===== src/rtl/shift_cmd_seq.sv =====
// Command sequencer for a 4-bit universal shift register stage.
// It runs each accepted job as a fixed sequence: load, N shifts, hold, then a done pulse.
module shift_cmd_seq #(
  parameter int WIDTH       = 4,
  parameter int CNT_W       = 3,
  parameter int HOLD_CYCLES = 2
) (
  input  logic             CLK,
  input  logic             RST,
  input  logic             in_valid,
  output logic             in_ready,
  input  logic [WIDTH-1:0] in_data,
  input  logic             in_dir,
  input  logic [CNT_W-1:0] in_count,
  output logic [1:0]       S,
  output logic [WIDTH-1:0] D,
  output logic             OE,
  output logic             busy,
  output logic             done
);

  typedef enum logic [2:0] {
    IDLE  = 3'd0,
    LOAD  = 3'd1,
    SHIFT = 3'd2,
    HOLD  = 3'd3,
    DONE  = 3'd4
  } state_t;

  localparam logic [7:0] HOLD_LAST = 8'(HOLD_CYCLES - 1);

  state_t           state_q, state_d;
  logic [WIDTH-1:0] data_q, data_d;
  logic             dir_q, dir_d;
  logic [CNT_W-1:0] count_q, count_d;
  logic [CNT_W-1:0] remain_q, remain_d;
  logic [7:0]       hold_q, hold_d;

  always_ff @(posedge CLK or posedge RST) begin
    if (RST) begin
      state_q  <= IDLE;
      data_q   <= '0;
      dir_q    <= 1'b0;
      count_q  <= '0;
      remain_q <= '0;
      hold_q   <= '0;
    end else begin
      state_q  <= state_d;
      data_q   <= data_d;
      dir_q    <= dir_d;
      count_q  <= count_d;
      remain_q <= remain_d;
      hold_q   <= hold_d;
    end
  end

  // The hold counter is cleared everywhere except HOLD, so it always starts a hold phase at zero.
  always_comb begin
    state_d  = state_q;
    data_d   = data_q;
    dir_d    = dir_q;
    count_d  = count_q;
    remain_d = remain_q;
    hold_d   = '0;
    case (state_q)
      IDLE: begin
        if (in_valid) begin
          state_d = LOAD;
          data_d  = in_data;
          dir_d   = in_dir;
          count_d = in_count;
        end
      end
      LOAD: begin
        if (count_q == '0) begin
          state_d = HOLD;
        end else begin
          state_d  = SHIFT;
          remain_d = count_q;
        end
      end
      SHIFT: begin
        remain_d = remain_q - CNT_W'(1);
        if (remain_q == CNT_W'(1)) state_d = HOLD;
      end
      HOLD: begin
        hold_d = hold_q + 8'd1;
        if (hold_q == HOLD_LAST) state_d = DONE;
      end
      DONE:    state_d = IDLE;
      default: state_d = IDLE;
    endcase
  end

  always_comb begin
    S        = 2'b00;
    D        = data_q;
    OE       = 1'b0;
    busy     = 1'b1;
    done     = 1'b0;
    in_ready = 1'b0;
    case (state_q)
      IDLE: begin
        OE       = 1'b1;
        busy     = 1'b0;
        in_ready = 1'b1;
      end
      LOAD:  S = 2'b11;
      SHIFT: S = dir_q ? 2'b10 : 2'b01;
      HOLD:  S = 2'b00;
      DONE:  done = 1'b1;
      default: begin
        OE   = 1'b1;
        busy = 1'b0;
      end
    endcase
  end

endmodule


===== config.mk =====
export PLATFORM = sky130hd
export DESIGN_NAME = shift_cmd_seq
export DESIGN_NICKNAME = d
export VERILOG_FILES = /design/src/rtl/shift_cmd_seq.sv
export SDC_FILE = /design/constraint.sdc
export NUM_CORES = 1
export LEC_CHECK = 0
export BUFFER_PORTS_ARGS = -buffer_cell sky130_fd_sc_hd__buf_2
export CORE_UTILIZATION = 54
export DETAILED_ROUTE_END_ITERATION = 6
export GPL_ROUTABILITY_DRIVEN = 0
export PLACE_DENSITY = 0.81
export REMOVE_ABC_BUFFERS = 1
export SYNTH_ARGS = -nofsm -noshare
export SYNTH_HDL_FRONTEND = slang
export SYNTH_SLANG_ARGS = --single-unit
export TNS_END_PERCENT = 30

===== constraint.sdc =====
create_clock -name CLK -period 1.6 [get_ports CLK]
set_input_delay 0 -clock CLK [delete_from_list [all_inputs] [get_ports CLK]]
set_output_delay 0 -clock CLK [all_outputs]
set_load 0.005 [all_outputs]

==> results of run 1 <==
## layer usage
layer	part of all wire, %	vias to the layer above	wire length (um)
met5	0	-	0
met4	0.87	0	19
met3	3.6	2	78
met2	49	22	1070
met1	46	427	1000
li1	-	443	-
## cells by family after synthesis
family                     after synthesis  share of synthesized area [%]
DFF                                     22                           47.6
xor gates and xnor gates                 4                           3.03
and+or+nand+nor                         37                           22.2
AOI/OAI and AO/OA                       18                           10.5
buffers and inverters                    9                           4.65
muxes                                    8                           7.78
adders and majority gates                4                           4.32
## cell type report
cell class	instances	area share, %
Clock inverter	1	2.07
Tap cell	27	2.33
Multi-Input combinational cell	71	38.2
Sequential cell	22	38.1
Clock buffer	3	1.55
Inverter	6	1.55
Timing Repair Buffer	35	16.2
## synth_stat cells (all sizes together)
library cell	n
o21ai	3
or2	1
nand2	3
nor3	3
o31a	1
nor2	7
a31oi	1
a211oi	1
dfrtp	22
nand3	3
a2bb2oi	1
ha	4
o41a	1
xnor2	2
and2	1
xor2	2
mux2	8
inv	6
and3	1
nor3b	2
nor4	2
or4b	2
clkbuf	3
a21oi	6
nand4	1
o21a	1
nor2b	2
o32ai	1
or3	4
nand2b	2
o311ai	1
a311oi	1
nand3b	3
## worst paths after layout
| kind | from | endpoint | depth (start not counted) |
|---|---|---|---|
| min in group CLK | in_valid | state_q[0] | 4 |
| max in group asynchronous | RST | state_q[2] | 4 |
| setup / recovery | hold_q[1] | state_q[2] | 5 |
| hold reg to reg | D[2] | D[2] | 1 |
| setup reg to reg | hold_q[1] | state_q[2] | 5 |
| hold / removal | RST | D[3] | 4 |
## power groups by stage
stage	logic [W]	clock network (W)	registers, W
floorplan	0.000655	0	0.000962
global placement	0.000999	0	0.000937
detailed placement	0.00105	0	0.000956
CTS	0.00107	0.000429	0.000943
global route	0.00119	0.000456	0.000979
finish	0.00107	0.000423	0.000947
## cells in the final DEF, fill, tap and decap left out, types with 2 or more instances in the layout
cell type      instances
dfrtp_1               21
buf_2                 20
dlygate4sd3_1          9
mux2_2                 8
nor2_1                 7
inv_1                  6
a21oi_1                6
buf_4                  6
or3_1                  4
ha_1                   4
nor3_1                 3
nand3_1                3
nand2_1                3
o21ai_0                3
clkbuf_4               3
xor2_1                 2
xnor2_1                2
nand3b_1               2
## critical path, delay by kind of cell (launching register included)
family,cells,cell delay (ps)
simple gates,3,820
flops,1,430
fa+ha+maj,1,120
buf+inv,1,70
## state kept, by name, indices dropped and copies added (netlist names)
register and count:
dir_q 1, count_q 3, hold_q 8, remain_q 3, state_q 3, D 4
## metrics by stage
step / power (W) / setup slack (ps) / util, % / cell area (um^2) / instances
final: 0.00244 / 92.7 / 73.1 / 1450 / 165
after global routing: 0.00263 / 10.3 / 73.1 / 1450 / 165
after CTS: 0.00244 / 69.1 / 73.0 / 1450 / 165
after detailed placement: 0.00201 / 117 / 65.8 / 1310 / 152
after global placement: 0.00194 / 161 / 65.8 / 1310 / 152
after floorplan: 0.00162 / 137 / - / 1130 / 99
## timing repair
action / CTS / global route
setup endpoints to repair: 0 / 1
buffers inserted: 0 / 0
hold buffers: 9 / 0
hold endpoints to repair: 30 / 0
gates resized for setup: 0 / 1
==> impl_metrics.yaml, run 1 <==
sta:
  max_slew_margin_pct: 71.4
  setup_viol: 0
  worst_pin_slew_ps: 426
  fin_setup_tns_ps: 0
  fin_skew_ps: 21.5
  finalHoldViolations: 0
  rsz0062_at_grt: "false"
  whs_ps: 235
  period_share_pct: 94.2
  max_clock_freq_mhz: 663
  drv_slew: 0
  period_minus_slack_ps: 1510
layout:
  regArea_um2: 552
  area_delta_synth_final_pct: 25.2
  nFillCells: 141
  diodes: 0
  drive_above_1_share_pct: 33.3
  nNetsFinal: 154
  multi_input_area_um2: 553
place:
  io_buffers: 20
  dp_hpwl_um: 1570
power_and_ir_drop:
  switching_power_w: 0.000853
  internal_power_w: 0.00158
  seq_power_share_pct: 38.9
  clockPowerShare_pct: 17.4
  p_sw_share_pct: 35.0
  p_comb_share_pct: 43.8
  p_leak_nw: 0.662
  p_per_area_nw_per_um2: 1680
  vdd_drop_max_v: 0.000924
route:
  postRouteAntennaNets: 0
  wl_per_cell_um: 13.2
  avgViaCountPerCell: 5.42
  drt_iter0_markers: 16
  routed_wl_um: 2170
  drt_drc_violations_left: 0
  detailedRoute.firstPassIterationCount: 4
  num_vias: 894
floorplan:
  die_w_um: 48.3
  core_region_area_um2: 1980
  start_util_pct: 58.4
  rows: 16
  die_y_um: 48.3
  dieArea_um2: 2330
  ios: 21
grt:
  antenna_found_initial: 0
  grt_pass1_vias: 818
  grt_usage_pct: 21.9
  grt_busiest_layer: "met2"
  grt_use_met1_pct: 26.6
  grt_max_degree: 23
  gr-usage-met2_pct: 37.9
  met3_usage_pct: 4.81
  gr-total-overflow: 0
  grt_pass1_wl_um: 3420
clocking:
  cts_tree: "yes"
  clock-sinks: 22
  cts_made_buffers: 3
  clk_latency_ps: 310
  htreeDepth: 1
  clkTransAtPathRegs_ps: 140
  clockRootBuffer: "clkbuf_4"
  cts_buffer_depth: 2
synth:
  synth.avg_cell_area_um2: 11.3
  yosysTopAreaCell: "dfrtp_1"
  synthDistinctLibCells: 40
  synth_top_cell_area_share_pct: 47.6
  yosysSeqAreaShare_pct: 47.6
  synth_cells: 102
  ys_ff_latch: 22
  synth_area_um2: 1160
  yosys_warnings: 0
  synth.area.top_cells: "dfrtp_1, mux2_2, ha_1, a21oi_1, clkbuf_8"
critical_path:
  required_ps: 1830
  cp_slowest_cell: "or4b_4"
  worstPathCellList: "inv_1, ha_1, or4b_4, nor4_4, nor2b_2"
  crit_fanout: 4
  regToRegSetupSlack_ps: 90
  critPathCaptureType: "flop"
  worstSetupPathType: "flop to flop"
  cp-start-kind: "flop"
  cp.arrival_ps: 1740
  cp_slowest_stage_delay_ps: 460
run:
  maxCapViolCount: 0
min_path:
  min_path_type: "input port to async pin"
outcome:
  status: "completed"
(Power assumes the default switching activity.)
==> inputs of run 2 (changes only) <==
Settings changed: CORE_UTILIZATION 54 to 58, PLACE_DENSITY 0.81 to 0.86.
Clock period 1.6 ns to 1.91 ns, I/O delays scaled along.
==> impl_metrics.yaml, run 2 (same netlist as run 1, synthesis figures left out) <==
run:
  maxCapViolCount: 0
grt:
  grt_busiest_layer: "met2"
  grt_use_met1_pct: 30.5
  grt_pass1_wl_um: 3880
  antenna_found_initial: 0
  grt_max_degree: 23
  met3_usage_pct: 2.75
  grt_pass1_vias: 883
  grt_usage_pct: 26.1
  gr-total-overflow: 0
  gr-usage-met2_pct: 48.3
critical_path:
  required_ps: 2130
  crit_fanout: 12
  worstReg2RegStart: "state_q[1]"
  cp.arrival_ps: 1880
  cp-start-kind: "flop"
  critPathCaptureType: "flop"
  worstSetupPathType: "flop to flop"
  startpoint: "state_q[1]"
clocking:
  htreeDepth: 1
  clkTransAtPathRegs_ps: 140
  clockRootBuffer: "clkbuf_4"
  cts.repair.resized: 0
  cts_made_buffers: 3
  ctsHoldBuffers: 9
  cts_setup_buffers: 0
  clock-sinks: 22
  cts_tree: "yes"
  cts_buffer_depth: 2
  clk_latency_ps: 320
sta:
  max_slew_margin_pct: 46.7
  setup_slack_ps: 249
  period_minus_slack_ps: 1660
  finalHoldViolations: 0
  setup_viol: 0
  worst_pin_slew_ps: 798
  fin_setup_tns_ps: 0
  fin_skew_ps: 17.6
  drv_slew: 0
  rsz0062_at_grt: "false"
  period_share_pct: 87.0
  max_clock_freq_mhz: 602
layout:
  nNetsFinal: 150
  final_common_cell: "dfrtp_1"
  final_cell_area_um2: 1420
  top_register: "hold_q"
  drive_above_1_share_pct: 30.6
  area_delta_synth_final_pct: 22.3
  diodes: 0
  nFillCells: 122
  largest_reg_flops: 8
  final_cell_mix: "dfrtp_1, buf_2, dlygate4sd3_1"
  stdcell_count: 159
route:
  routed_wl_um: 2440
  wl_per_cell_um: 15.4
  detailedRoute.firstPassIterationCount: 4
  avgViaCountPerCell: 5.69
  drt_drc_violations_left: 0
  drt_iter0_markers: 12
  num_vias: 905
  postRouteAntennaNets: 0
floorplan:
  die_w_um: 46.7
  core_region_area_um2: 1800
  die_y_um: 46.7
  start_util_pct: 64.2
  dieArea_um2: 2180
  ios: 21
  rows: 15
place:
  dpl_cell_area_um2: 1270
  dpl_worst_slack_ps: 260
  dp_hpwl_um: 1530
  io_buffers: 20
  dpl.cell_count: 146
power_and_ir_drop:
  p_leak_nw: 0.644
  p_per_area_nw_per_um2: 1420
  vdd_drop_max_v: 0.000878
min_path:
  min_path_type: "input port to flop"
  hp-start: "in_valid"
outcome:
  status: "completed"
-- run 2: cell type report --
cell class	instances	area, um^2	share of cell area, %
Multi-Input combinational cell	71	553	39.1
Sequential cell	22	551	38.9
Timing Repair Buffer	31	205	14.5
Tap cell	25	31.3	2.21
Clock inverter	1	30.0	2.12
Clock buffer	3	22.5	1.59
Inverter	6	22.5	1.59
-- run 2: power by group --
part | switching (W) | internal [W]
clock | 0.000149 | 0.000212
combinational | 0.000370 | 0.000448
sequential | 0.000203 | 0.000632
total | 0.000722 | 0.00129
-- run 2: worst paths after layout --
| kind | slack [ps] | cells past startpoint | end |
|---|---|---|---|
| hold reg to reg | 520 | 1 | D[0] |
| max in group asynchronous | 1030 | 3 | hold_q[6] |
| setup / recovery | 250 | 3 | D[3] |
| setup reg to reg | 250 | 3 | D[3] |
| hold / removal | 340 | 4 | D[0] |
| min in group asynchronous | 370 | 3 | D[0] |
-- run 2: stage by stage --
| stage | power [W] | util (%) | hold slack (ps) |
|---|---|---|---|
| floorplan | 0.00135 | - | -10.8 |
| global placement | 0.00159 | 70.6 | 185 |
| detailed placement | 0.00164 | 70.6 | 195 |
| CTS | 0.00201 | 78.5 | 332 |
| global route | 0.00217 | 78.5 | 357 |
| finish | 0.00201 | 78.5 | 344 |
-- run 2: layer usage --
layer  routed length [um]  share of wire [%]
met1                  979                 40
met2                 1350                 55
met3                   79                3.2
met4                   31                1.3
met5                    0                  0
-- run 2: worst max-delay path: stages, from the launching register on --
cell and delay [ps]:
dfrtp_1 530, nor2b_1 220, nor3b_4 430, mux2_2 390
==> inputs of run 3 (changes only) <==
Settings changed: CTS_BUF_LIST set to sky130_fd_sc_hd__clkbuf_16.
==> impl_metrics.yaml, run 3 (same netlist as run 1, synthesis figures left out) <==
power_and_ir_drop:
  p_leak_nw: 0.667
  p_per_area_nw_per_um2: 1550
  vdd_drop_max_v: 0.000887
  clockPowerShare_pct: 26.0
  p_sw_share_pct: 34.1
  switching_power_w: 0.000777
  internal_power_w: 0.00150
  p_comb_share_pct: 37.0
  seq_power_share_pct: 37.1
layout:
  area_delta_synth_final_pct: 26.8
  regArea_um2: 551
  largest_reg_flops: 8
  top_register: "hold_q"
  final_cell_mix: "dfrtp_1, buf_2, dlygate4sd3_1"
  final_common_cell: "dfrtp_1"
  multi_input_area_um2: 553
  final_util_pct: 81.5
  stdcell_count: 159
  nFillCells: 111
  drive_above_1_share_pct: 30.6
  diodes: 0
  nNetsFinal: 150
sta:
  fin_skew_ps: 2.78
  setup_slack_ps: 212
  rsz0062_at_grt: "false"
  fin_setup_tns_ps: 0
  worst_pin_slew_ps: 827
  setup_viol: 0
  drv_slew: 0
  period_minus_slack_ps: 1700
  max_clock_freq_mhz: 589
  max_slew_margin_pct: 44.8
  period_share_pct: 88.9
  finalHoldViolations: 0
critical_path:
  cp.arrival_ps: 1840
  worstSetupPathType: "flop to flop"
  critPathCaptureType: "flop"
  required_ps: 2050
  cp-start-kind: "flop"
  crit_fanout: 12
clocking:
  clkTransAtPathRegs_ps: 60
  clockRootBuffer: "clkbuf_16"
  clk_latency_ps: 260
  htreeDepth: 1
  clock-sinks: 22
  cts_made_buffers: 3
  cts_tree: "yes"
  cts_buffer_depth: 2
  cts.repair.resized: 0
outcome:
  status: "completed"
route:
  drt_iter0_markers: 14
  num_vias: 920
  avgViaCountPerCell: 5.79
  drt_drc_violations_left: 0
  detailedRoute.firstPassIterationCount: 4
  routed_wl_um: 2710
  wl_per_cell_um: 17.1
  postRouteAntennaNets: 0
floorplan:
  dieArea_um2: 2180
  rows: 15
  start_util_pct: 64.2
  core_region_area_um2: 1800
  die_y_um: 46.7
  ios: 21
  die_w_um: 46.7
grt:
  gr-total-overflow: 0
  grt_max_degree: 23
  grt_pass1_vias: 912
  grt_pass1_wl_um: 4230
  grt_usage_pct: 29.2
  antenna_found_initial: 0
min_path:
  min_path_type: "input port to flop"
place:
  dpl.cell_count: 146
  dp_hpwl_um: 1530
  io_buffers: 20
  dpl_worst_slack_ps: 260
run:
  maxCapViolCount: 0
[run 3: area by class of cell]
cell class	instances	share of cell area [%]
timing repair buffer	31	14.0
inverter	6	1.53
sequential	22	37.5
clock buffer	3	5.12
clock inverter	1	2.05
tap	25	2.13
multi-input combinational	71	37.7
[run 3: what timing repair did]
item | in CTS | in global routing
setup buffers | 0 | 0
hold buffers | 9 | 0
hold endpoints to repair | 30 | 0
setup endpoints to repair | 0 | 0
[run 3: per-stage QoR]
step | area [um^2] | hold slack, ps | power (W)
after floorplan | 1130 | -10.8 | 0.00135
after global placement | 1270 | 185 | 0.00159
after detailed placement | 1270 | 195 | 0.00164
after CTS | 1470 | 403 | 0.00226
after global routing | 1470 | 442 | 0.00241
final | 1470 | 432 | 0.00228
[run 3: power groups by stage]
| stage | Clock [W] | Sequential, W | Combinational [W] |
|---|---|---|---|
| after floorplan | 0 | 0.000806 | 0.000548 |
| after global placement | 0 | 0.000819 | 0.000771 |
| after detailed placement | 0 | 0.000835 | 0.000801 |
| after CTS | 0.000597 | 0.000832 | 0.000832 |
| after global routing | 0.000613 | 0.000870 | 0.000926 |
| final | 0.000591 | 0.000844 | 0.000842 |
[run 3: routing by layer]
layer	wire length (um)	track usage (%)	vias up	share of wire, %
met5	0	0	-	0
met4	41	13.1	0	1.5
met3	92	5.88	6	3.4
met2	1500	49.7	30	55
met1	1080	35.1	448	40
li1	-	-	436	-
[run 3: worst paths after layout]
path                       cells after the start     endpoint  slack, ps  startpoint
hold / removal                                 4         D[0]        430    in_valid
hold reg to reg                                1         D[0]        520        D[0]
max in group asynchronous                      3  remain_q[0]        940         RST
min in group asynchronous                      3         D[0]        460         RST
setup reg to reg                               3   count_q[1]        210  state_q[1]
setup / recovery                               3   count_q[1]        210  state_q[1]
[run 3: critical path, cell delays in order (launching register included)]
cell and delay [ps]:
dfrtp_1 510, nor2b_1 240, nor3b_4 440, mux2_2 390
